$ cat src/rtl/fir_channel_scheduler.sv
// Round-robin front end that shares one FIR MAC engine among CHANNELS sample streams.
// Defining FIR_SCHED_TIMEOUT_EN adds a WAIT watchdog that returns an error result after TIMEOUT cycles.
module fir_channel_scheduler #(
    parameter int DATA_WIDTH = 12,
    parameter int TAPS       = 16,
    parameter int CHANNELS   = 4,
    parameter int TIMEOUT    = 64
) (
    input  logic                             clk,
    input  logic                             reset_n,
    input  logic [CHANNELS-1:0]              ch_valid,
    output logic [CHANNELS-1:0]              ch_ready,
    input  logic [CHANNELS*DATA_WIDTH-1:0]   ch_sample,
    input  logic [2*CHANNELS-1:0]            ch_mode,
    output logic                             fir_start,
    output logic [1:0]                       fir_mode,
    output logic [TAPS*DATA_WIDTH-1:0]       fir_buffer,
    input  logic [DATA_WIDTH-1:0]            fir_result,
    input  logic                             fir_done,
    output logic                             res_valid,
    input  logic                             res_ready,
    output logic [DATA_WIDTH-1:0]            res_data,
    output logic [$clog2(CHANNELS)-1:0]      res_ch,
    output logic                             res_err,
    output logic                             busy
);
    localparam int CW = $clog2(CHANNELS);
    localparam int LW = TAPS * DATA_WIDTH;

    if (CHANNELS < 2 || (CHANNELS & (CHANNELS - 1)) != 0 || TIMEOUT < 1) begin : g_param_check
        $error("fir_channel_scheduler: CHANNELS must be a power of two >= 2 and TIMEOUT >= 1");
    end

    // state | meaning
    // IDLE  | nothing pending
    // GRANT | round-robin pick, ch_ready pulse, delay line shift
    // START | one-cycle engine start
    // WAIT  | engine running; buffer and mode held
    // OUT   | result offered downstream
    typedef enum logic [2:0] {IDLE, GRANT, START, WAIT, OUT} state_t;
    state_t state, state_nx;

    logic [LW-1:0]          line_q [CHANNELS];
    logic [CW-1:0]          rr_ptr;
    logic [CW-1:0]          gnt_q;
    logic [CW-1:0]          grant_ch;
    logic [CW-1:0]          cand;
    logic                   grant_hit;
    logic [1:0]             mode_q;
    logic [DATA_WIDTH-1:0]  data_q;
    logic                   err_q;
    logic                   timeout;

    // Search starts one past the last grant; CW-bit addition wraps naturally.
    always_comb begin
        grant_hit = 1'b0;
        grant_ch  = '0;
        cand      = '0;
        for (int i = 1; i <= CHANNELS; i++) begin
            cand = rr_ptr + CW'(i);
            if (!grant_hit && ch_valid[cand]) begin
                grant_hit = 1'b1;
                grant_ch  = cand;
            end
        end
    end

`ifdef FIR_SCHED_TIMEOUT_EN
    localparam int TW = $clog2(TIMEOUT + 1);
    logic [TW-1:0] wait_cnt;

    always_ff @(posedge clk or negedge reset_n) begin
        if (!reset_n) begin
            wait_cnt <= '0;
        end else if (state == START) begin
            wait_cnt <= '0;
        end else if (state == WAIT) begin
            wait_cnt <= wait_cnt + TW'(1);
        end
    end

    assign timeout = (state == WAIT) && !fir_done && (wait_cnt == TW'(TIMEOUT - 1));
`else
    assign timeout = 1'b0;
`endif

    always_ff @(posedge clk or negedge reset_n) begin
        if (!reset_n) begin
            state <= IDLE;
        end else begin
            state <= state_nx;
        end
    end

    always_comb begin
        state_nx = state;
        case (state)
            IDLE:    if (|ch_valid) state_nx = GRANT;
            GRANT:   state_nx = grant_hit ? START : IDLE;
            START:   state_nx = WAIT;
            WAIT:    if (fir_done || timeout) state_nx = OUT;
            OUT:     if (res_ready) state_nx = IDLE;
            default: state_nx = IDLE;
        endcase
    end

    always_comb begin
        ch_ready = '0;
        if (state == GRANT && grant_hit) ch_ready[grant_ch] = 1'b1;
        fir_start = (state == START);
        res_valid = (state == OUT);
        busy      = (state != IDLE);
    end

    always_ff @(posedge clk or negedge reset_n) begin
        if (!reset_n) begin
            for (int c = 0; c < CHANNELS; c++) line_q[c] <= '0;
            rr_ptr <= CW'(CHANNELS - 1);
            gnt_q  <= '0;
            mode_q <= '0;
            data_q <= '0;
            err_q  <= 1'b0;
        end else begin
            if (state == GRANT && grant_hit) begin
                line_q[grant_ch] <= {line_q[grant_ch][LW-DATA_WIDTH-1:0],
                                     ch_sample[int'(grant_ch)*DATA_WIDTH +: DATA_WIDTH]};
                mode_q <= ch_mode[int'(grant_ch)*2 +: 2];
                gnt_q  <= grant_ch;
                rr_ptr <= grant_ch;
            end
            if (state == WAIT && fir_done) begin
                data_q <= fir_result;
                err_q  <= 1'b0;
            end else if (timeout) begin
                data_q <= '0;
                err_q  <= 1'b1;
            end
        end
    end

    // Only the granted line can shift and no grant happens before OUT, so the mux is stable through WAIT.
    assign fir_mode   = mode_q;
    assign fir_buffer = line_q[gnt_q];
    assign res_data   = data_q;
    assign res_ch     = gnt_q;
    assign res_err    = err_q;

endmodule

$ cat config.mk
export PLATFORM = sky130hd
export DESIGN_NAME = fir_channel_scheduler
export DESIGN_NICKNAME = d
export VERILOG_FILES = /design/src/rtl/fir_channel_scheduler.sv
export SDC_FILE = /design/constraint.sdc
export NUM_CORES = 1
export LEC_CHECK = 0
export CAP_MARGIN = 20
export CORE_MARGIN = 1.5
export CORE_UTILIZATION = 35
export CTS_CLUSTER_DIAMETER = 60
export DETAILED_ROUTE_END_ITERATION = 12
export SYNTH_ARGS = -nofsm -noshare
export SYNTH_HDL_FRONTEND = slang
export SYNTH_SLANG_ARGS = --single-unit
$ cat constraint.sdc
create_clock -name clk -period 2.95 [get_ports clk]
set_input_delay 0.59 -clock clk [delete_from_list [all_inputs] [get_ports clk]]
set_output_delay 0.59 -clock clk [all_outputs]
set_load 0.02 [all_outputs]
======== Yosys cells after proc, flatten, opt, wreduce, memory -nomap -nowiden ========
Index checks and enable logic that the tools add are counted.
W data, S select, Z words.
word-level totals
  register bits ........................... 789
  input bits .............................. 76
operators by class
  order comparisons ....................... 9
  mux-type cells .......................... 33
  $mul .................................... 1
  equal/unequal tests ..................... 7
  add/subtract/negate cells ............... 3
  reductions and logical operators ........ 14
  bitwise logic cells ..................... 2
  shifts and indexed selects .............. 2
operators by type and width
  cell                   number
  $bmux W192 S2          2
  $bwmux W768            1
  $mux W192              3
  $demux W192 S2         1
  $mux W180              2
  $shiftx A48 B7 Y12     1
  $lt A2 B3 Y1 const B   5
  $pmux W3 S5            1
  $mux W2                5
  $mux W1                9
  $mux W3                3
  $bmux W1 S2            4
  $shiftx A8 B4 Y2       1
  $logic_and A1 B1 Y1    7
  $eq A3 B2 Y1 const B   2
  $ge A3 B3 Y1 const B   2
  $not A2 Y3             2
  $add A2 B2 Y2 const B  2
  $mul A2 B2 Y4 const B  1
  $mux W4                1
  $ne A2 B2 Y1 const B   2
  $reduce_or A4 Y1       1
  $eq A3 B1 Y1 const B   1
  $eq A3 B3 Y1 const B   1
  9 further kinds        11

======== Depth between registers and ports, before layout ========
Gate-level depths: netlist of run 1.
  depth after elaboration ................. 19
  gate-level depth with buffers ........... 9
  gate-level depth less buffers ........... 5

======== Worst setup path after synthesis of run 1 ========
OpenSTA, ideal clock, no wires.
  kind .................................... register to output
  start ................................... register gnt_q[0], in the netlist res_ch[0]
  end ..................................... output port fir_buffer[100]
  required time ........................... 2.360 ns
  stages on the path, launching flop included .. 5
  setup slack ............................. 0.310 ns
  data arrival time ....................... 2.050 ns
  path buffers ............................ 3
  path through ............................ dfrtp_1 clkbuf_1 clkbuf_1 buf_1 mux4_2
between the ends
  word-level cells in the longest chain between the ends .. 4
RTL lines
  element                                       line  RTL
  start: declaration                            45    logic [CW-1:0] gnt_q;
  start signal: assignment                      128   gnt_q <= grant_ch;
  $not A2 Y3 (not written as such)              143   assign fir_buffer = line_q[gnt_q];
  $bmux W192 S2                                 143
  $mux W192 (not written as such) (2 in a row)  143
  end: declaration                              17    output logic [TAPS*DATA_WIDTH-1:0] fir_buffer,
Every way passes these cells. The select of a mux whose other input is x is not followed.

======== Final worst setup path of run 1 ========
  start ................................... register gnt_q[0], in the netlist res_ch[0]
  end ..................................... output port fir_buffer[98]
The elaborated chain is that of the path after synthesis.

==> metrics.md, run 1 <==
| Metric | Value |
|---|---|
| Outcome | `complete, but fails checks` |
| Failing checks | `negative setup slack` |
| Clock Tree Root | `clkbuf_16` |
| DR WL met2 | `56,100 um` |
| Uppermost routed layer | `met4` |
| DP HPWL | `between 70,000 and 80,000 um` |
| Die ar. | `roughly 0.11 mm2` |
| EDFF count, synth | `0` |
| WL met3 | `3408 um` |
| Clk slew on worst S/H paths | `0.06 ns` |
| Yosys top cell area share | `about half` |
| Routed WL per cell | `24.83 um` |
| R2R depth | `9` |
| Asr flop ratio synth | `100.0%` |
| DP Cell Count | `4,120` |
| Clock Latency Late Sink | `0.67 ns` |
| Most Frequent Cell on Critical Path | `buf_12` |
| Seq/Total Area, Yosys | `50.20%` |
| Ports | `292` |
| Final min period | `3.063 ns` |
| Worst setup path category | `reg2out` |
| Total CTS buffers | `96` |
| Syn Inst Count | `about 2,400` |
| Core ar. | `0.1111 mm2` |
| Hold crit path type | `in2async` |
| Post-synthesis cell area | `0.03934 mm2` |
| Die Y | `338.2 um` |
| ANT cells | `0` |
| Layout Nets | `a little under 3,000` |
| Initial antenna violation count | `1` |
| Multi-input logic area | `0.01858 mm2` |
| Worst EP required | `2.36 ns` |
| Slowest stage delay, CP | `0.54 ns` |
| Synth Area per Inst | `16.51 um2` |
| Period utilisation layout | `103.8%` |
| Worst-path cell chain | `buf_12, buf_16, buf_12, buf_8, mux4_2, buf_6` |
| Remaining antenna violation count | `0` |
| Fin Hold WS | `0.4460 ns` |
| Critical Path Sink Type | `primary output` |
| Drt pass-1 iters | `4` |
| CP max-delay cell | `mux4_2` |
| Critical path arrival | `around 2.5 ns` |
| DRC violations left | `0` |
| Ys Warns | `0` |
| Final setup viols | `86` |
| Leakage | `23.62 nW` |
| Worst relative slew slack | `50.83%` |
| Tot GR Track Use | `19.15%` |
| Post-synth top cells | `mux2_2, dfrtp_1, mux4_2, mux2_4, mux2_1` |
| Max Buffers Root-to-Sink | `3` |
| CTS tree | `done` |
| First-pass GRT wire length | `roughly 170,000 um` |
| Yosys reg bits | `789` |
| Worst-path fanout max | `5` |
| Core Rows | `122` |
| Starting density of the core | `35.40%` |
| Largest net degree at the start of global routing | `about 110` |
| Slew Viols, Final | `0` |
| Final Skew | `~0.013 ns` |
| Non-Filler Instances | `4,381` |
| Top cell type by total area after synthesis | `dfrtp_1` |
| Vias per cell | `5.178` |
| Register area | `0.01976 mm2` |
| Prevailing post-synth register cell | `dfrtp_1` |
| Layout cell share with drive strength beyond 1 | `63.71%` |
| Total length of routed wires | `roughly 110,000 um` |
| DR iter-0 viols | `1,089` |
| Vias | `22,680` |
| Clock Sinks | `789` |
| Metal-1 WL | `46,050 um` |
| Largest cells by area after synthesis | `dfrtp_1, mux2_2, mux4_2` |
| Htree depth | `3` |
| Peak supply drop | `0.0006406 V` |
| Number of distinct library cells after synthesis | `42` |
| Vias in the first global route | `25,310` |
| RD Place Congestion | `0.8060` |
| Setup TNS | `-3.194 ns` |
| Post-route setup slack | `-0.1126 ns` |
| Count leader, synth | `mux2_2` |
| Buffers on Ports | `290` |
| Post-Syn Nets | `2,458` |
| Layout area overhead | `26.14%` |
| Die W | `between 300 and 400 um` |
| Max_cap viols | `0` |
| Grt ovf | `0` |
| Final core occ | `approximately 45%` |
| RSZ-0062 raised after global routing | `true` |
| Crit path launch type | `flop` |
| Pwr/cell area | `955.0 mW/mm2` |
| Filler instances | `9,808` |
| Final hold violations | `0` |
| Fmax | `around 330 MHz` |
| Worst Tran Pin Value | `0.7336 ns` |
worst max-delay path: cells and delay by family (launching register included):
family   cells  cell delay [ns]
mux          1             0.54
flops        1             0.48
buf+inv      5             0.76
placed cells by master, fill, tap and decap left out, types with 8 or more instances in the layout:
cell type and n:
mux2_2 876, dfrtp_1 784, mux4_2 192, buf_6 180, mux2_4 169, mux2_1 119, clkbuf_16 97, clkdlybuf4s50_1 87
buf_4 78, buf_12 76, buf_2 29, clkbuf_8 27, clkinv_2 20, buf_16 19, buf_8 13, clkbuf_1 11
clkbuf_2 8, clkdlybuf4s15_2 8
per-layer routing:
layer,vias up,GRT usage (%)
li1,9875,-
met1,12270,24.56
met2,377,33.06
met3,163,2.937
met5,-,0
met4,0,6.072
path summary, 6_finish.rpt:
check,startpoint,to,slack (ns)
min reg2reg,line_q[763],line_q[763],0.49
max in group asynchronous,reset_n,line_q[315],1.42
min,reset_n,line_q[499],0.45
min in group clk,line_q[763],line_q[763],0.49
max reg2reg,rr_ptr[1],line_q[33],0.15
max,res_ch[0],fir_buffer[98],-0.11
through the flow:
step	cell area (um2)	total power, mW	setup WS [ns]
floorplan	39340	25.71	0.3104
global placement	44780	32.77	-0.5447
detailed placement	44780	33.11	-0.5968
CTS	49440	47.80	-0.1988
global route	49620	49.56	-0.1778
finish	49620	47.39	-0.1126
cell type report:
class                           count  share of cell area, %
Multi-Input combinational cell   1413                  37.45
Tap cell                         1488                  3.752
Sequential cell                   789                  39.81
Clock inverter                     42                 0.9431
Clock buffer                      134                  5.674
Inverter                            7                0.05800
Timing Repair Buffer              508                  12.31
power breakdown:
group / internal (mW) / total (mW) / switching (mW)
registers: 13.1 / 15.1 / 1.98
logic: 11.1 / 20.2 / 9.08
clock network: 7.29 / 12.1 / 4.82
total: 31.5 / 47.4 / 15.9
registers in the layout (all words and copies together) (netlist names):
register  flops
res_ch        2
state         3
rr_ptr        2
res_data     12
line_q      768
fir_mode      2
repair_timing:
item	in CTS	in global routing
cloned	13	1
hold buffers	1	0
endpoints found under the hold margin	22	0
resized for setup	877	106
setup buffers	65	18
setup endpoints to repair	232	235
pin swaps	6	8
logic make-up (layout without fill, tap and decap cells):
family | count (synthesis) | count (layout) | synth area share, %
mux | 1361 | 1361 | 46.06
flops | 789 | 789 | 50.20
buf+inv | 180 | 691 | 2.809
simple gates | 32 | 32 | 0.5853
compound gates | 19 | 19 | 0.3403
other cells | 1 | 1 | 0.009533
Note: power is estimated with default switching activity, not from simulation.
==> run 2: changes to the inputs <==
--- a/config.mk
+++ b/config.mk
@@ -10,6 +10,7 @@
 export CORE_UTILIZATION = 35
 export CTS_CLUSTER_DIAMETER = 60
 export DETAILED_ROUTE_END_ITERATION = 12
+export SKIP_CTS_REPAIR_TIMING = 1
 export SYNTH_ARGS = -nofsm -noshare
 export SYNTH_HDL_FRONTEND = slang
 export SYNTH_SLANG_ARGS = --single-unit
==> run 2 against run 1 <==
Effect of this change:
- combinational power barely moved
- via count grew 0.32%
- final cell count hardly changed
- worst setup slack worse by 0.063 ns
- sequential power barely moved
- highest routed layer unchanged
- clock skew up 0.0019 ns
- first-iteration DRC count increased by 9.2%
- routed wire length increased by 0.25%
- the run still ends with negative setup slack left
- count of clock-buffer cells in the layout stayed put
- sequential cell count did not move
- register-to-register slack about the same
- sequential share of layout area about the same
==> metrics.md, run 2 (synthesis results as in run 1) <==
| Metric | Value |
|---|---|
| Buffers & Inverters on Critical Path | `6 (+1)` |
| Worst setup path category | `reg2out` |
| Clock Latency Late Sink | `0.66 ns (about the same)` |
| Grt ovf | `0 (unchanged)` |
| Setup TNS | `-11.67 ns (-8.471 ns)` |
| Cell Area, Placed | `0.04478 mm2 (unchanged)` |
| R2r endpoint | `line_q[275]` |
| Max Buffers Root-to-Sink | `3 (unchanged)` |
| Max FFs per register | `768 (unchanged)` |
| Max_cap viols | `0 (unchanged)` |
| Commonest non-fill, non-tap cell in the layout | `mux2_2` |
| Slowest stage delay, CP | `0.48 ns (-0.06 ns)` |
| Cell area after layout | `0.04964 mm2 (about the same)` |
| CTS tree | `done` |
| Core ar. | `0.1111 mm2 (unchanged)` |
| RD Place Congestion | `0.8060 (unchanged)` |
| Failing checks | `negative setup slack` |
| Post-route setup slack | `-0.1761 ns (-0.06343 ns)` |
| Layout Nets | `2,889 (-0.069%)` |
| Slew Viols, Final | `0 (unchanged)` |
| Worst-path fanout max | `6 (+1)` |
| Largest net degree at the start of global routing | `113 (unchanged)` |
| Die W | `338.2 um (unchanged)` |
| Fmax | `319.9 MHz (-2.0%)` |
| Htree depth | `3 (unchanged)` |
| Final Skew | `0.01464 ns (+0.001891 ns)` |
| Routed WL per cell | `24.90 um (+0.27%)` |
| Remaining antenna violation count | `0 (unchanged)` |
| Most frequent cells in the layout | `mux2_2, dfrtp_1, mux4_2` |
| DRC violations left | `0 (unchanged)` |
| Total CTS buffers | `96 (unchanged)` |
| Worst Tran Pin Value | `0.7242 ns (-0.009450 ns)` |
| Clk slew on worst S/H paths | `0.06 ns (about the same)` |
| Worst-path cell chain | `buf_12, buf_12, clkbuf_16, buf_12, clkbuf_16, mux4_2, buf_6` |
| R2R depth | `9 (unchanged)` |
| Die ar. | `0.1144 mm2 (unchanged)` |
| Crit path launch type | `flop` |
| Die Y | `338.2 um (unchanged)` |
| Most Frequent Cell on Critical Path | `buf_12` |
| RSZ-0062 raised after global routing | `true` |
| Final min period | `3.126 ns (+0.06343 ns)` |
| Initial antenna violation count | `2 (+1)` |
| Vias in the first global route | `24,860 (-1.8%)` |
| Vias | `22,760 (+0.32%)` |
| Filler instances | `9,816 (+0.082%)` |
| Multi-input logic area | `0.01856 mm2 (-0.11%)` |
| Period utilisation layout | `106.0% (+2.2 points)` |
| Final hold violations | `0 (unchanged)` |
| DR iter-0 viols | `1,189 (+9.2%)` |
| Critical path arrival | `2.54 ns (+0.07 ns)` |
| Critical Path Sink Type | `primary output` |
| Clock Sinks | `789 (unchanged)` |
| Vias per cell | `5.195 (+0.34%)` |
| Delay-heaviest family, CP | `buffers and inverters` |
| Pwr/cell area | `949.0 mW/mm2 (-0.64%)` |
| Layout area overhead | `26.18% (about the same)` |
| Starting density of the core | `35.40% (unchanged)` |
| Drt pass-1 iters | `4 (unchanged)` |
| DP HPWL | `73,800 um (unchanged)` |
| Total length of routed wires | `109,100 um (+0.25%)` |
| Clock Tree Root | `clkbuf_16` |
| Core Rows | `122 (unchanged)` |
| FF-to-FF setup slack | `0.15 ns (about the same)` |
| Hold crit path type | `in2async` |
| Register area | `0.01976 mm2 (unchanged)` |
| Peak supply drop | `0.0006227 V (-2.8%)` |
| Worst EP required | `2.36 ns (about the same)` |
| Buffers on Ports | `290 (unchanged)` |
| Ports | `292 (unchanged)` |
| First-pass GRT wire length | `163,800 um (-2.5%)` |
| Design Power | `47.10 mW (-0.60%)` |
| Fin Hold WS | `0.4561 ns (+0.01015 ns)` |
| CP max-delay cell | `dfrtp_4` |
| R2r startpoint | `rr_ptr[1]` |
| Worst relative slew slack | `51.47% (+0.63 points)` |
| Layout cell share with drive strength beyond 1 | `62.23% (-1.5 points)` |
| Leakage | `24.27 nW (+2.7%)` |
| Tot GR Track Use | `18.59% (-0.56 points)` |
| Outcome | `complete, but fails checks` |
| Final setup viols | `126 (+47%)` |
| Most flop-heavy register | `line_q` |
run 2: cell types whose count changed in the layout (fill, tap and decap cells not counted), moves of 2 or more:
cell             before  now
buf_4                78   94
clkbuf_16            97  110
dlymetal6s2s_1        0   45
buf_16               19    8
clkdlybuf4s15_1       2    0
buf_6               180  156
dlygate4sd2_1         6    0
clkdlybuf4s15_2       8    0
buf_2                29    8
buf_12               76   69
clkbuf_2              8   11
run 2: area by class of cell:
type	instances	area share (%)
tap	1488	3.751
timing repair buffer	506	12.38
antenna	1	0.005042
clock inverter	42	0.9428
inverter	7	0.05294
clock buffer	134	5.672
multi-input combinational	1413	37.40
sequential	789	39.80
run 2: report_power, final:
group	switching, mW	total (mW)	leakage, nW	internal, mW
clock network	4.81	12.1	1.63	7.29
registers	1.99	15.1	10.7	13.1
logic	9.01	19.9	12.0	10.9
total	15.8	47.1	24.3	31.3
run 2: per-stage QoR:
stage	setup WS, ns	utilization [%]	instances
floorplan	0.3104	-	2382
global placement	-0.5447	40.30	4120
detailed placement	-0.5968	40.30	4120
CTS	-0.6385	43.25	4296
global route	-0.2488	44.66	4379
finish	-0.1761	44.67	4380
run 2: worst max path at each step:
stage	startpoint	endpoint	slack, ns	cells after the start
after floorplan	res_ch[0]	fir_buffer[100]	0.31	4
after global placement	ch_valid[1]	line_q[150]	-0.54	11
after detailed placement	ch_valid[1]	line_q[172]	-0.60	11
after CTS	rr_ptr[0]	ch_ready[3]	-0.64	8
after global routing	res_ch[0]	fir_buffer[80]	-0.25	7
final	res_ch[0]	fir_buffer[81]	-0.18	7
run 2: per-layer routing:
metal	share of wire [%]	vias to the layer above	GRT usage (%)	wire length, um
met5	0	-	0	0
met3	3.5	161	2.847	3810
met2	51	415	32.02	55950
li1	-	9858	-	-
met1	42	12320	24.01	46260
met4	2.8	0	5.640	3031
==> run 3: changes to the inputs <==
--- a/config.mk
+++ b/config.mk
@@ -11,6 +11,7 @@
 export CTS_CLUSTER_DIAMETER = 60
 export DETAILED_ROUTE_END_ITERATION = 12
 export SKIP_CTS_REPAIR_TIMING = 1
+export SKIP_LAST_GASP = 1
 export SYNTH_ARGS = -nofsm -noshare
 export SYNTH_HDL_FRONTEND = slang
 export SYNTH_SLANG_ARGS = --single-unit
==> run 3 against run 2 <==
Effect of this change:
- the run still ends with negative setup slack left
- non-clock buffer count unchanged
- sequential share of layout area increased by 0.056 points
- clock skew about the same
- largest power group unchanged
==> metrics.md, run 3 (synthesis results as in run 1) <==
| Metric | Value |
|---|---|
| Outcome | `complete, but fails checks` |
| Failing checks | `negative setup slack` |
| Register area | `0.01976 mm2 (unchanged)` |
| Final setup viols | `128 (+1.6%)` |
| Final min period | `3.169 ns (+0.04282 ns)` |
| Worst EP required | `2.36 ns (about the same)` |
| Filler instances | `9,826 (+0.10%)` |
| Die Y | `338.2 um (unchanged)` |
| Clk pwr share | `25.7% (about the same)` |
| Most frequent cells in the layout | `mux2_2, dfrtp_1, mux4_2` |
| Core ar. | `0.1111 mm2 (unchanged)` |
| Most flop-heavy register | `line_q` |
| Layout Nets | `2,889 (unchanged)` |
| RSZ-0062 raised after global routing | `true` |
| Max_cap viols | `0 (unchanged)` |
| Vias | `22,720 (-0.18%)` |
| P_int | `31.26 mW (-0.11%)` |
| Crit path launch type | `flop` |
| Core Rows | `122 (unchanged)` |
| Ports | `292 (unchanged)` |
| Clk slew on worst S/H paths | `0.06 ns (about the same)` |
| Max Buffers Root-to-Sink | `3 (unchanged)` |
| CP max-delay cell | `mux4_2` |
| Clock Latency Late Sink | `0.66 ns (about the same)` |
| Die W | `338.2 um (unchanged)` |
| Slowest stage delay, CP | `0.50 ns (+0.02 ns)` |
| Layout area overhead | `26.01%` |
| Starting density of the core | `35.40% (unchanged)` |
| R2r startpoint | `rr_ptr[1]` |
| Slew Viols, Final | `0 (unchanged)` |
| Worst-path cell chain | `buf_12, buf_12, clkbuf_16, buf_4, buf_16, mux4_2, buf_2` |
| Total CTS buffers | `96 (unchanged)` |
| R2R depth | `9 (unchanged)` |
| Sw Ratio | `33.59% (+0.037 points)` |
| Reg power frac | `32.0% (about the same)` |
| Leakage | `24.28 nW (about the same)` |
| Largest net degree at the start of global routing | `113 (unchanged)` |
| Initial antenna violation count | `2 (unchanged)` |
| Drt pass-1 iters | `4 (unchanged)` |
| Fmax | `315.6 MHz (-1.4%)` |
| RD Place Congestion | `0.8060 (unchanged)` |
| Period utilisation layout | `107.4% (+1.5 points)` |
| Setup TNS | `-12.65 ns (-0.9837 ns)` |
| Clock Sinks | `789 (unchanged)` |
| Cell area after layout | `0.04957 mm2 (-0.14%)` |
| Max FFs per register | `768 (unchanged)` |
| Remaining antenna violation count | `0 (unchanged)` |
| Tot GR Track Use | `18.59% (unchanged)` |
| R2r endpoint | `line_q[275]` |
| Final Skew | `0.01475 ns (+0.0001108 ns)` |
| Fin Hold WS | `0.4564 ns (+0.0002580 ns)` |
| Die ar. | `0.1144 mm2 (unchanged)` |
| Buffers & Inverters on Critical Path | `6 (unchanged)` |
| Total length of routed wires | `109,000 um (about the same)` |
| Cell Area, Placed | `0.04478 mm2 (unchanged)` |
| Routed WL per cell | `24.89 um (about the same)` |
| Post-route setup slack | `-0.2189 ns (-0.04282 ns)` |
| Hold crit path type | `in2async` |
| Critical Path Sink Type | `primary output` |
| Layout cell share with drive strength beyond 1 | `62.12% (-0.10 points)` |
| Worst Tran Pin Value | `0.7354 ns (+0.01122 ns)` |
| Commonest non-fill, non-tap cell in the layout | `mux2_2` |
| Grt ovf | `0 (unchanged)` |
| DRC violations left | `0 (unchanged)` |
| Vias per cell | `5.186 (-0.18%)` |
| Worst relative slew slack | `50.71% (-0.75 points)` |
| Worst setup path category | `reg2out` |
| Logic pwr share | `42.3% (about the same)` |
| Pwr/cell area | `949.8 mW/mm2 (about the same)` |
| Worst-path fanout max | `8 (+2)` |
| Final hold violations | `0 (unchanged)` |
| Htree depth | `3 (unchanged)` |
| Multi-input logic area | `0.01856 mm2 (unchanged)` |
| FF-to-FF setup slack | `0.15 ns (about the same)` |
| Most Frequent Cell on Critical Path | `buf_12` |
| Vias in the first global route | `24,860 (unchanged)` |
| DR iter-0 viols | `1,132 (-4.8%)` |
| Post-place setup slack | `-0.5968 ns (unchanged)` |
| Delay-heaviest family, CP | `buffers and inverters` |
| CTS tree | `done` |
| Critical path arrival | `2.58 ns (+0.04 ns)` |
| Switching power | `15.81 mW (about the same)` |
| Clock Tree Root | `clkbuf_16` |
| Buffers on Ports | `290 (unchanged)` |
| Peak supply drop | `0.0006225 V (about the same)` |
| First-pass GRT wire length | `163,800 um (unchanged)` |
| DP HPWL | `73,800 um (unchanged)` |
==> run 3: cell types whose count changed in the layout (fill, tap and decap cells not counted), sizes merged <==
cell / delta
buf: -7
clkbuf: +4
clkdlybuf4s50: +1
dlymetal6s2s: +2
==> run 3: worst max-delay path by stage <==
stage / startpoint / endpoint / cells after the start
after CTS: rr_ptr[0] / ch_ready[3] / 8
after global routing: res_ch[0] / fir_buffer[77] / 7
after global placement: ch_valid[1] / line_q[150] / 11
after detailed placement: ch_valid[1] / line_q[172] / 11
after floorplan: res_ch[0] / fir_buffer[100] / 4
final: res_ch[0] / fir_buffer[123] / 7
==> run 3: power groups by stage <==
stage / Clock (mW) / Combinational [mW] / Sequential, mW
2_1_floorplan: 0 / 11.3 / 14.4
3_3_place_gp: 0 / 17.6 / 15.2
3_5_place_dp: 0 / 17.8 / 15.3
4_1_cts: 12.4 / 17.9 / 15.2
5_1_grt: 12.8 / 21.0 / 15.4
6_report: 12.1 / 19.9 / 15.1
==> run 3: per-stage QoR <==
| step | cells | power (mW) | utilization, % |
|---|---|---|---|
| floorplan | 2382 | 25.71 | - |
| global placement | 4120 | 32.77 | 40.30 |
| detailed placement | 4120 | 33.11 | 40.30 |
| CTS | 4296 | 45.44 | 43.25 |
| global route | 4379 | 49.23 | 44.60 |
| finish | 4380 | 47.08 | 44.60 |
==> run 3: final cells by class <==
| type | instances | share of cell area (%) |
|---|---|---|
| antenna | 1 | 0.005049 |
| clock buffer | 134 | 5.680 |
| clock inverter | 42 | 0.9441 |
| inverter | 7 | 0.05301 |
| multi-input combinational | 1413 | 37.45 |
| sequential | 789 | 39.86 |
| tap | 1488 | 3.756 |
| timing repair buffer | 506 | 12.25 |
==> run 3: routing by layer <==
metal  vias up  track usage, %  share of wire, %  wire length, um
li1       9862               -                 -                -
met1     12300           24.01                43            46740
met2       391           32.02                51            55840
met3       164           2.847               3.2             3485
met4         0           5.640               2.7             2938
met5         -               0                 0                0
==> run 3: worst register-to-register path, cell delays in order (launching register included) <==
cell and delay (ns):
dfstp_2 0.59, mux2i_2 0.29, nor2_2 0.08, buf_4 0.14
nor2b_4 0.15, buf_4 0.21, buf_12 0.23, buf_12 0.27
mux2_2 0.44, mux2_4 0.28
==> patch 1: new RTL, settings of run 2 <==
Add an input register stage for `ch_mode`; this delays it by one clock. The other inputs are not delayed to match.
--- a/src/rtl/fir_channel_scheduler.sv
+++ b/src/rtl/fir_channel_scheduler.sv
@@ -27,4 +27,10 @@
     localparam int CW = $clog2(CHANNELS);
     localparam int LW = TAPS * DATA_WIDTH;
+
+    logic [2*CHANNELS-1:0] ch_mode_q;
+
+    always_ff @(posedge clk) begin
+        ch_mode_q <= ch_mode;
+    end
 
     if (CHANNELS < 2 || (CHANNELS & (CHANNELS - 1)) != 0 || TIMEOUT < 1) begin : g_param_check
@@ -125,5 +131,5 @@
                 line_q[grant_ch] <= {line_q[grant_ch][LW-DATA_WIDTH-1:0],
                                      ch_sample[int'(grant_ch)*DATA_WIDTH +: DATA_WIDTH]};
-                mode_q <= ch_mode[int'(grant_ch)*2 +: 2];
+                mode_q <= ch_mode_q[int'(grant_ch)*2 +: 2];
                 gnt_q  <= grant_ch;
                 rr_ptr <= grant_ch;
Behaviour: not the same (a bounded check fails within 4 cycles, from zero or initial values and one cycle with reset_n low).
==> patch 1 against run 2 <==
The run still ends with negative setup slack left. Area after synthesis rose by 0.21%. Worst hold slack worse by 110 ps. Sequential cell count up 8. Final area grew 0.74%. Die area is 0.21% higher. Setup slack lost 22 ps. Routed wire length increased by 0.50%. Power grew 0.12%. Critical path type unchanged. Largest cell class unchanged.
==> patch 1: results (changes against run 2) <==
run_status: "complete, but fails checks"
violations: "negative setup slack"
setup_slack_ps: -198  # -21.9 ps
synth_cell_types: 43  # +2.4%
async_reset_ff_frac: 0.990  # -0.0100
cp.arrival_ps: 2560  # +20 ps
worst-path-max-fanout: 7  # +1
grt_max_degree: 94  # -17%
finalSetupViolations: 144  # +14%
drt-vias-per-instance: 5.16  # -0.66%
finalNonFillerCells: 4417  # +0.84%
grt_use_total: 0.186  # -0.000246
dp_hpwl_um: 74700  # +1.3%
final_nets: 2930  # +1.4%
max-vdd-ir-drop_uv: 519  # -17%
grt_pass1_vias: 24873  # +0.040%
drtIter0Drc: 1134  # -4.6%
grtUsageMet3: 0.0318  # +0.00333
netlist_instances: 2390  # +0.34%
met1_usage: 0.233  # -0.00744
leakage_nw: 24.5  # +0.76%
grt_pass1_wl_um: 163000  # -0.27%
critPathSlowestCell: "clkdlybuf4s50_1"
synth_area_leaders: "dfrtp_1 50%, mux2_2 25%, mux4_2 11%"
wl_per_cell_um: 24.8  # -0.35%
syn_nets: 2466  # +0.33%
clock-skew-final_ps: 32.1  # +17.5 ps
grt_use_met2: 0.328  # +0.00798
clk_latency_ps: 690  # +30 ps
-- patch 1: layer usage --
layer  vias to the layer above  wire [um]  part of all wire
met5                         -          0                 0
met2                       398      57500              0.52
met1                     12343      45100              0.41
li1                       9918          -                 -
met4                         0       2530             0.023
met3                       138       4470             0.041
-- patch 1: metrics by stage --
stage	power [mW]	hold slack (ps)	area, um^2	util	setup WS (ps)
after detailed placement	33.5	476	45200	0.407	-562
after floorplan	25.8	294	39400	-	310
after global routing	49.3	326	50000	0.450	-267
after global placement	33.1	469	45200	0.407	-577
after CTS	45.8	-113	48400	0.436	-573
final	47.2	344	50000	0.450	-198
-- patch 1: layout make-up --
type,instances,area [um^2],share of cell area
clock buffer,136,2750,0.0550
inverter,7,26.3,0.000525
sequential,797,19900,0.398
clock inverter,34,477,0.00953
tap,1488,1860,0.0372
timing repair buffer,540,6410,0.128
antenna,2,5.00,0.000100
multi-input combinational,1413,18600,0.371
-- patch 1: cell families (layout without fill, tap and decap cells) --
kind of cell | count (synthesis) | count (layout) | synth area share
AND/OR/NAND/NOR | 32 | 32 | 0.00546
buffers and inverters | 180 | 717 | 0.0265
multiplexers | 1361 | 1361 | 0.460
AO/OA/AOI/OAI | 19 | 19 | 0.00340
flip-flops | 797 | 797 | 0.505
other | 1 | 3 | 0.0000951
-- patch 1: worst paths after layout --
path | depth (start not counted) | slack [ps] | to | from
max | 5 | -200 | fir_buffer[163] | res_ch[0]
min in group asynchronous | 2 | 490 | line_q[131] | reset_n
min | 1 | 340 | ch_mode_q[4] | ch_mode[4]
min reg2reg | 1 | 480 | line_q[761] | line_q[761]
max in group asynchronous | 3 | 1390 | line_q[597] | reset_n
max reg2reg | 9 | 60 | line_q[281] | rr_ptr[1]
-- patch 1: power breakdown --
part	internal [mW]	switching (mW)	total (mW)
clock network	7.28	4.83	12.1
registers	13.2	2.02	15.2
logic	10.9	8.96	19.8
==> patch 2: new RTL, config.mk and constraints of run 2 <==
Without the edit above. The option `FIR_SCHED_TIMEOUT_EN` is turned on by a define.
--- a/src/rtl/fir_channel_scheduler.sv
+++ b/src/rtl/fir_channel_scheduler.sv
@@ -1,4 +1,6 @@
 // Round-robin front end that shares one FIR MAC engine among CHANNELS sample streams.
 // Defining FIR_SCHED_TIMEOUT_EN adds a WAIT watchdog that returns an error result after TIMEOUT cycles.
+`define FIR_SCHED_TIMEOUT_EN
+
 module fir_channel_scheduler #(
     parameter int DATA_WIDTH = 12,
Behaviour: no difference found for any inputs over 4 cycles, from zero or initial values and one cycle with reset_n low; that may be too few to reach the edited logic, so the function may still have changed.
==> patch 2 against run 2 <==
The run still ends with negative setup slack left. Final cell count grew 0.43%. Setup slack improved by 20 ps. Sequential cell count rose by 8. Sequential power is 3% higher. Routed wire length rose by 0.61%. Power fell by 2.6%. Final area decreased by 2.4%. Area after synthesis decreased by 0.85%. Sequential share of layout area rose by 1.4 points.
==> patch 2: results (changes against run 2) <==
place_congestion: 0.824  # +2.3%
wl_per_cell_um: 24.9  # +0.18%
clk_latency_ps: 650
tightest_slew_ps: 944  # +220 ps
grt_antenna_before_repair: 3  # +1
n_fill_cell: 9839  # +0.23%
avgSynthCellArea_um2: 16.0  # -2.9%
leakage_nw: 24.0  # -0.99%
async_reset_ff_frac: 1.00  # unchanged
regMostFlops: "line_q"
drt-vias-per-instance: 5.28  # +1.6%
regArea_um2: 20000  # +1.0%
tns_ps: -6850  # +4810 ps
p_sw_mw: 15.9  # +0.63%
run_status: "complete, but fails checks"
firstDrtPassIters: 4  # unchanged
yosysWarnings: 0  # unchanged
violations: "negative setup slack"
die_area_um2: 113000  # -0.84%
grt_use_total: 0.190  # +0.00428
clock-skew-final_ps: 28.4  # +13.7 ps
power_mw: 45.9  # -2.6%
dp_hpwl_um: 74500  # +0.90%
htreeDepth: 3  # unchanged
grt_pass1_wl_um: 164000  # +0.11%
placed_area_um2: 44600  # -0.36%
cts_buffers: 91  # -5.2%
final_nets: 2920  # +1.1%
grt_pass1_vias: 24922  # +0.24%
hp-class: "flop to flop"
grt_max_degree: 92  # -19%
ys.flop_type: "dfrtp_1"
io_buffer_count: 291  # +0.34%
max-vdd-ir-drop_uv: 478  # -23%
synth_cell_types: 45  # +7.1%
yosysSeqAreaShare: 0.511  # +0.00945
dp.cells: 4190  # +1.7%
finalSetupViolations: 106  # -16%
syn_nets: 2510  # +2.1%
drtIter0Drc: 1164  # -2.1%
p_clk_frac: 0.243  # -0.014
yosys-top-cells-count: "1014 x mux2_2, 795 x dfrtp_1, 192 x mux4_2"
root_buffer: "clkbuf_16"
worst-path-max-fanout: 7  # +1
combPwrFrac: 0.418  # -0.005
wirelength_um: 110000  # +0.61%
drive_gt1_frac: 0.579  # -0.0430
cts_max_path_buffers: 3  # unchanged
largest_reg_flops: 768  # unchanged
cts.reportedPaths.clkPinSlew_ps: 60  # about the same
setup_slack_ps: -156  # +20.5 ps
cp.arrival_ps: 2520  # -20 ps
synth_area_leaders: "dfrtp_1 51%, mux2_2 29%, mux4_2 11%"
-- patch 2: path summary, 6_finish.rpt --
kind,start,to,slack (ps),depth (start not counted)
worst max-delay path,res_ch[0],fir_buffer[76],-160,6
worst min register to register,line_q[569],line_q[569],480,1
worst min-delay path,line_q[569],line_q[569],480,1
min in group asynchronous,reset_n,line_q[390],500,2
max in group asynchronous,reset_n,line_q[48],1460,4
worst max register to register,rr_ptr[1],line_q[111],70,8
-- patch 2: metal layers --
metal | vias to the layer above | routed length (um) | track usage | part of all wire
li1 | 10039 | - | - | -
met1 | 12626 | 52200 | 0.274 | 0.48
met2 | 444 | 51300 | 0.299 | 0.47
met3 | 110 | 4350 | 0.0295 | 0.040
met4 | 0 | 1910 | 0.0472 | 0.017
met5 | - | 0 | 0 | 0
-- patch 2: metrics by stage --
step           hold WS [ps]  setup WS (ps)
2_1_floorplan           294            303
5_1_grt                 506           -219
4_1_cts                -127           -700
3_3_place_gp            462           -565
3_5_place_dp            474           -598
6_report                482           -156
-- patch 2: critical path, stage by stage, from the launching register on --
cell and delay (ps):
dfrtp_4 530, buf_6 160, clkbuf_16 160, buf_12 140, clkbuf_16 170, mux4_2 520
buf_6 180
-- patch 2: cell families after synthesis --
group,count (synthesis),synth area share
AO/OA/AOI/OAI,43,0.00786
multiplexers,1351,0.445
adder cells (fa/ha/maj),1,0.000321
flip-flops,797,0.511
buffers and inverters,182,0.0272
AND/OR/NAND/NOR,59,0.00789
-- patch 2: final cells by class --
type / count / area share
Sequential cell: 797 / 0.412
Multi-Input combinational cell: 1454 / 0.373
Timing Repair Buffer: 491 / 0.115
Clock buffer: 133 / 0.0552
Tap cell: 1488 / 0.0384
Clock inverter: 26 / 0.00558
Inverter: 8 / 0.000620
Antenna cell: 2 / 0.000103
